## src/rtl/des_key_sched_ctrl_if.sv

```systemverilog
// Handshake bundle between key loader / round engine and the DES key-schedule sequencer.
interface des_key_sched_ctrl_if;
  logic        start;
  logic        decrypt;
  logic [55:0] inputKey;
  logic        roundKeyReady;
  logic [47:0] roundKey;
  logic        roundKeyValid;
  logic [3:0]  roundNum;
  logic        busy;
  logic        done;

  modport master (
    output start, decrypt, inputKey, roundKeyReady,
    input  roundKey, roundKeyValid, roundNum, busy, done
  );

  modport slave (
    input  start, decrypt, inputKey, roundKeyReady,
    output roundKey, roundKeyValid, roundNum, busy, done
  );
endinterface

```

## src/rtl/des_key_sched_ctrl.sv

```systemverilog
// Iterative DES key schedule: one 56-bit C/D register rotated per round, PC-2 applied
// combinationally, one round key per valid/ready handshake in encrypt or decrypt order.
module des_key_sched_ctrl #(
  parameter logic [15:0] SHIFT_MAP = 16'h8103
) (
  input  logic                  clk,
  input  logic                  rst,
  des_key_sched_ctrl_if.slave   bus
);

  typedef enum logic {IDLE, EMIT} state_e;

  state_e      state_q, state_d;
  logic [55:0] cd_q, cd_d;
  logic [3:0]  round_q, round_d;
  logic        dec_q, dec_d;
  logic        done_q, done_d;
  logic        last_key;
  logic [3:0]  round_inc;

  // Rotate C and D independently; left moves toward encrypt order, right undoes it.
  function automatic logic [55:0] rot_cd(input logic [55:0] cd, input logic left,
                                         input logic one);
    logic [27:0] c;
    logic [27:0] d;
    c = cd[55:28];
    d = cd[27:0];
    if (left) begin
      if (one) begin
        c = {c[26:0], c[27]};
        d = {d[26:0], d[27]};
      end else begin
        c = {c[25:0], c[27:26]};
        d = {d[25:0], d[27:26]};
      end
    end else begin
      if (one) begin
        c = {c[0], c[27:1]};
        d = {d[0], d[27:1]};
      end else begin
        c = {c[1:0], c[27:2]};
        d = {d[1:0], d[27:2]};
      end
    end
    return {c, d};
  endfunction

  // PC-2: each index is 56 minus the standard table entry (entry 1 is the C/D MSB).
  function automatic logic [47:0] pc2(input logic [55:0] cd);
    return {cd[42], cd[39], cd[45], cd[32], cd[55], cd[51],
            cd[53], cd[28], cd[41], cd[50], cd[35], cd[46],
            cd[33], cd[37], cd[44], cd[52], cd[30], cd[48],
            cd[40], cd[49], cd[29], cd[36], cd[43], cd[54],
            cd[15], cd[4],  cd[25], cd[19], cd[9],  cd[1],
            cd[26], cd[16], cd[5],  cd[11], cd[23], cd[8],
            cd[12], cd[7],  cd[17], cd[0],  cd[22], cd[3],
            cd[10], cd[14], cd[6],  cd[20], cd[27], cd[24]};
  endfunction

  assign round_inc = round_q + 4'd1;
  assign last_key  = dec_q ? (round_q == 4'd0) : (round_q == 4'd15);

  always_comb begin
    // NOTE: every output of this block gets a default first, so no path can infer a latch.
    state_d = state_q;
    cd_d    = cd_q;
    round_d = round_q;
    dec_d   = dec_q;
    done_d  = 1'b0;
    unique case (state_q)
      IDLE: begin
        if (bus.start) begin
          state_d = EMIT;
          dec_d   = bus.decrypt;
          if (bus.decrypt) begin
            // Total rotation over 16 rounds is 28, so CD16 equals CD0.
            cd_d    = bus.inputKey;
            round_d = 4'd15;
          end else begin
            cd_d    = rot_cd(bus.inputKey, 1'b1, 1'b1);
            round_d = 4'd0;
          end
        end
      end
      EMIT: begin
        if (bus.roundKeyReady) begin
          if (last_key) begin
            state_d = IDLE;
            done_d  = 1'b1;
          end else if (!dec_q) begin
            round_d = round_inc;
            cd_d    = rot_cd(cd_q, 1'b1, SHIFT_MAP[round_inc]);
          end else begin
            round_d = round_q - 4'd1;
            cd_d    = rot_cd(cd_q, 1'b0, SHIFT_MAP[round_q]);
          end
        end
      end
      default: state_d = IDLE;
    endcase
  end

  // NOTE: sequential state uses non-blocking assignments so all flops update together.
  always_ff @(posedge clk) begin
    if (rst) begin
      state_q <= IDLE;
      cd_q    <= '0;
      round_q <= '0;
      dec_q   <= 1'b0;
      done_q  <= 1'b0;
    end else begin
      state_q <= state_d;
      cd_q    <= cd_d;
      round_q <= round_d;
      dec_q   <= dec_d;
      done_q  <= done_d;
    end
  end

  assign bus.roundKey      = pc2(cd_q);
  assign bus.roundKeyValid = (state_q == EMIT);
  assign bus.busy          = (state_q == EMIT);
  assign bus.roundNum      = round_q;
  assign bus.done          = done_q;

endmodule
```

## src/flat_wrapper.sv

```systemverilog
// flat-port wrapper written by rule: the top's interface ports become plain ports
module des_key_sched_ctrl_flat 
#(
  parameter logic [15:0] SHIFT_MAP = 16'h8103
)
  (clk, rst, bus_start, bus_decrypt, bus_inputKey, bus_roundKeyReady, bus_roundKey, bus_roundKeyValid, bus_roundNum, bus_busy, bus_done);
  des_key_sched_ctrl_if bus_i ();
  input  logic clk;
  input  logic rst;
  input wire logic [$bits(bus_i.start)-1:0] bus_start;
  input wire logic [$bits(bus_i.decrypt)-1:0] bus_decrypt;
  input wire logic [$bits(bus_i.inputKey)-1:0] bus_inputKey;
  input wire logic [$bits(bus_i.roundKeyReady)-1:0] bus_roundKeyReady;
  output wire logic [$bits(bus_i.roundKey)-1:0] bus_roundKey;
  output wire logic [$bits(bus_i.roundKeyValid)-1:0] bus_roundKeyValid;
  output wire logic [$bits(bus_i.roundNum)-1:0] bus_roundNum;
  output wire logic [$bits(bus_i.busy)-1:0] bus_busy;
  output wire logic [$bits(bus_i.done)-1:0] bus_done;
  assign bus_i.start = bus_start;
  assign bus_i.decrypt = bus_decrypt;
  assign bus_i.inputKey = bus_inputKey;
  assign bus_i.roundKeyReady = bus_roundKeyReady;
  assign bus_roundKey = bus_i.roundKey;
  assign bus_roundKeyValid = bus_i.roundKeyValid;
  assign bus_roundNum = bus_i.roundNum;
  assign bus_busy = bus_i.busy;
  assign bus_done = bus_i.done;
  des_key_sched_ctrl #(.SHIFT_MAP(SHIFT_MAP)) u_core (.clk(clk), .rst(rst), .bus(bus_i));
endmodule
```

## config.mk

```make
export PLATFORM = sky130hd
export DESIGN_NAME = des_key_sched_ctrl_flat
export DESIGN_NICKNAME = d
export VERILOG_FILES = /design/src/rtl/des_key_sched_ctrl_if.sv /design/src/rtl/des_key_sched_ctrl.sv /design/src/flat_wrapper.sv
export SDC_FILE = /design/constraint.sdc
export NUM_CORES = 1
export LEC_CHECK = 0
export ABC_CLOCK_PERIOD_IN_PS = 2800
export CORE_MARGIN = 2
export CORE_UTILIZATION = 55
export CTS_BUF_LIST = sky130_fd_sc_hd__clkbuf_4 sky130_fd_sc_hd__clkbuf_8
export CTS_CLUSTER_DIAMETER = 60
export DETAILED_ROUTE_END_ITERATION = 10
export GPL_ROUTABILITY_DRIVEN = 0
export GPL_TIMING_DRIVEN = 1
export PLACE_DENSITY = 0.84
export SYNTH_ARGS = -nofsm -noshare
export SYNTH_HDL_FRONTEND = slang
export SYNTH_SLANG_ARGS = --single-unit
```

## constraint.sdc

```tcl
create_clock -name clk -period 2.8 [get_ports clk]
set_input_delay 0.56 -clock clk [delete_from_list [all_inputs] [get_ports clk]]
set_output_delay 0.56 -clock clk [all_outputs]
set_load 0.02 [all_outputs]
```

==> out/results.txt <==
post-synthesis xor/xnor area fraction: 0.438%
cell with the most instances after synthesis: mux2i_1
max_cap viols: 0
Max Buffers Root-to-Sink: 2
clk sink count: 64
Reg clk slew, reported paths: 70 ps
die area: 11800 sq um
placed inst area: 6790 sq um
remaining global-route overflow: 0
Worst-Skew Late Latency: 360 ps
row count: 38
WP data required: 3010 ps
pin count of the biggest net entering global routing: 115
synthesized-area fraction occupied by adder cells: 0.835%
gr usage total: 28.2%
mux cell area share after synthesis: 31.1%
Setup CP Type: register to register
sequential fraction of the synthesis area: 21.4%
clk root buf: clkbuf_8
total wire length: 16600 um
path type of the worst min-delay path: register to register
most instantiated cells after synthesis: mux2i_1, o21ai_0, mux2_2
post-route cell area: 6980 sq um
asr flop ratio synth: 0%
Yosys top cell area share: 21.4%
Power Density: 494 nW/um^2
routed length per instance: 17.9 um
global-route wire length before repair: 27000 um
Pleak: 2.73 nW
Final #Nets: 845
critical path's slowest cell: dfxtp_2
complex-gate fraction of the synthesized area: 18.4%
boundary pin count: 116
slew margin rel.: 22.1%
Cell Area, Synth: 6000 sq um
Cell Chain, Critical Path: ha_1 > xor2_1 > mux2_1 > mux2_4 > buf_6 > mux2_4 > o211ai_2 > a211oi_1
Worst setup SP type: register
post-CTS setup buffers: 0
crit path capture type: register
maximum VDD drop: 0.255 mV
CP Data Arrival Time: 2790 ps
final critical-path required period: 2580 ps
Antenna Cells: 0
Detailed Routing Iterations Pass 1: 5
unrepaired setup endpoints after global routing: false
Yosys cell types: 42
synthesized instance count: 758
Main synth FF type: dfxtp_1
most frequent CP cell: mux2_4
Worst path max stage delay: 390 ps
crit path max fanout: 28
CTS tree: yes
Top delay family on crit path: multiplexers
YS warnings: 0
total CTS buffers: 9
via density per instance: 6.36
# hold bufs at CTS: 0
Peak Freq: 0.388 GHz
Post-DRT Antenna Nets: 0
Initial Util: 55.8%
largest family of logic cells by synthesized area: multiplexers
post-CTS sizing: 0
Setup TNS: 0 ps
Clock Skews: 8.76 ps
EDFF count, synth: 0
cell accounting for the most synthesized area: dfxtp_1
pre-CTS setup slack: 48.8 ps
Via Count: 5883
area added between synthesis and finish: 16.4%
initial antenna violation count: 0
Chip Height: 108 um
number of global-route vias before repair: 5682
largest cells by area after synthesis: dfxtp_1, mux2i_1, mux2_2
htree depth: 3
layout cells sized above 1: 16.7%
DRC errors left: 0
dpl hpwl: 10400 um
Final Hold Viols: 0
DIE WIDTH: 108 um
worst slew pin tran: 1170 ps
simple-gate share of the synthesized area: 16.2%
final setup fails: 0
Period Utilization, post-route: 92.1%
final worst setup slack: 222 ps
syn_nets: 823
Synth Register Bits: 64
CP bufs+invs: 1
Post-Syn Area per Cell: 7.91 sq um
status: finished clean
DRT iter0 DRCs: 378
Core ar.: 10700 sq um
number of port buffers: 115
Final Max Slew Viols: 0
-- power breakdown --
group / internal, mW / total (mW) / switching, mW
registers: 1.01 / 1.20 / 0.185
clock network: 0.422 / 0.802 / 0.379
logic: 0.719 / 1.45 / 0.730
total: 2.15 / 3.45 / 1.30
-- cell type report --
class | count | area, sq um
timing repair buffer | 131 | 1290
fill | 928 | 3760
clock buffer | 11 | 139
inverter | 3 | 11.3
tap | 140 | 175
sequential | 64 | 1290
multi-input combinational | 571 | 4030
clock inverter | 5 | 47.5
-- layout by cell type, fill, tap and decap left out, types with 4 or more instances in the layout --
cell type and count:
nor4_1 32, nand2_1 60, o21ai_0 74, o21ai_1 15
nand3_1 36, clkbuf_8 9, dfxtp_1 60, mux2_4 9
mux2_2 72, clkdlybuf4s50_1 113, a211oi_1 24, ha_1 4
a21oi_1 34, buf_4 13, o211ai_1 18, mux2i_1 91
nor2_1 68, o211ai_2 8
-- final timing paths --
check | startpoint | to | slack, ps | cells after the start
worst max-delay path | u_core.bus.roundNum[0]$_SDFFE_PP0N_ | u_core.cd_q[53]$_SDFFE_PP0N_ | 220 | 8
worst min-delay path | u_core.cd_q[34]$_SDFFE_PP0N_ | u_core.cd_q[34]$_SDFFE_PP0N_ | 550 | 2
worst max register to register | u_core.bus.roundNum[0]$_SDFFE_PP0N_ | u_core.cd_q[53]$_SDFFE_PP0N_ | 220 | 8
worst min register to register | u_core.cd_q[34]$_SDFFE_PP0N_ | u_core.cd_q[34]$_SDFFE_PP0N_ | 550 | 2
-- kinds of logic after synthesis --
group,count (synthesis)
simple gates,211
buf+inv,123
flops,64
compound gates,180
mux,173
fa+ha+maj,4
xor+xnor,3
-- flip-flops by register name (all words and copies together), names as in the netlist, named ones only --
| signal | count |
|---|---|
| u_core.bus.busy | 1 |
| u_core.bus.done | 1 |
| u_core.bus.roundNum | 4 |
| u_core.cd_q | 56 |
| u_core.dec_q | 1 |
-- through the flow --
step                total power, mW  cells  utilization [%]  hold slack [ps]
finish                         3.45    925             65.0              551
global route                   3.63    925             65.0              583
CTS                            3.44    925             64.9              549
detailed placement             2.64    909             63.1              539
global placement               2.59    909             63.1              519
floorplan                      2.30    758                -              498
-- worst min-delay path, stage by stage, from the launching register on --
cell and delay [ps]:
dfxtp_1 350, nor2_1 110, a211oi_1 50
-- per-layer routing --
metal	part of all wire [%]	GRT usage, %	up-vias
li1	-	-	2756
met1	41	34.6	2830
met4	1.4	11.4	0
met3	8.9	6.21	22
met5	0	0	-
met2	48	47.6	275
(Power assumes the default switching activity.)
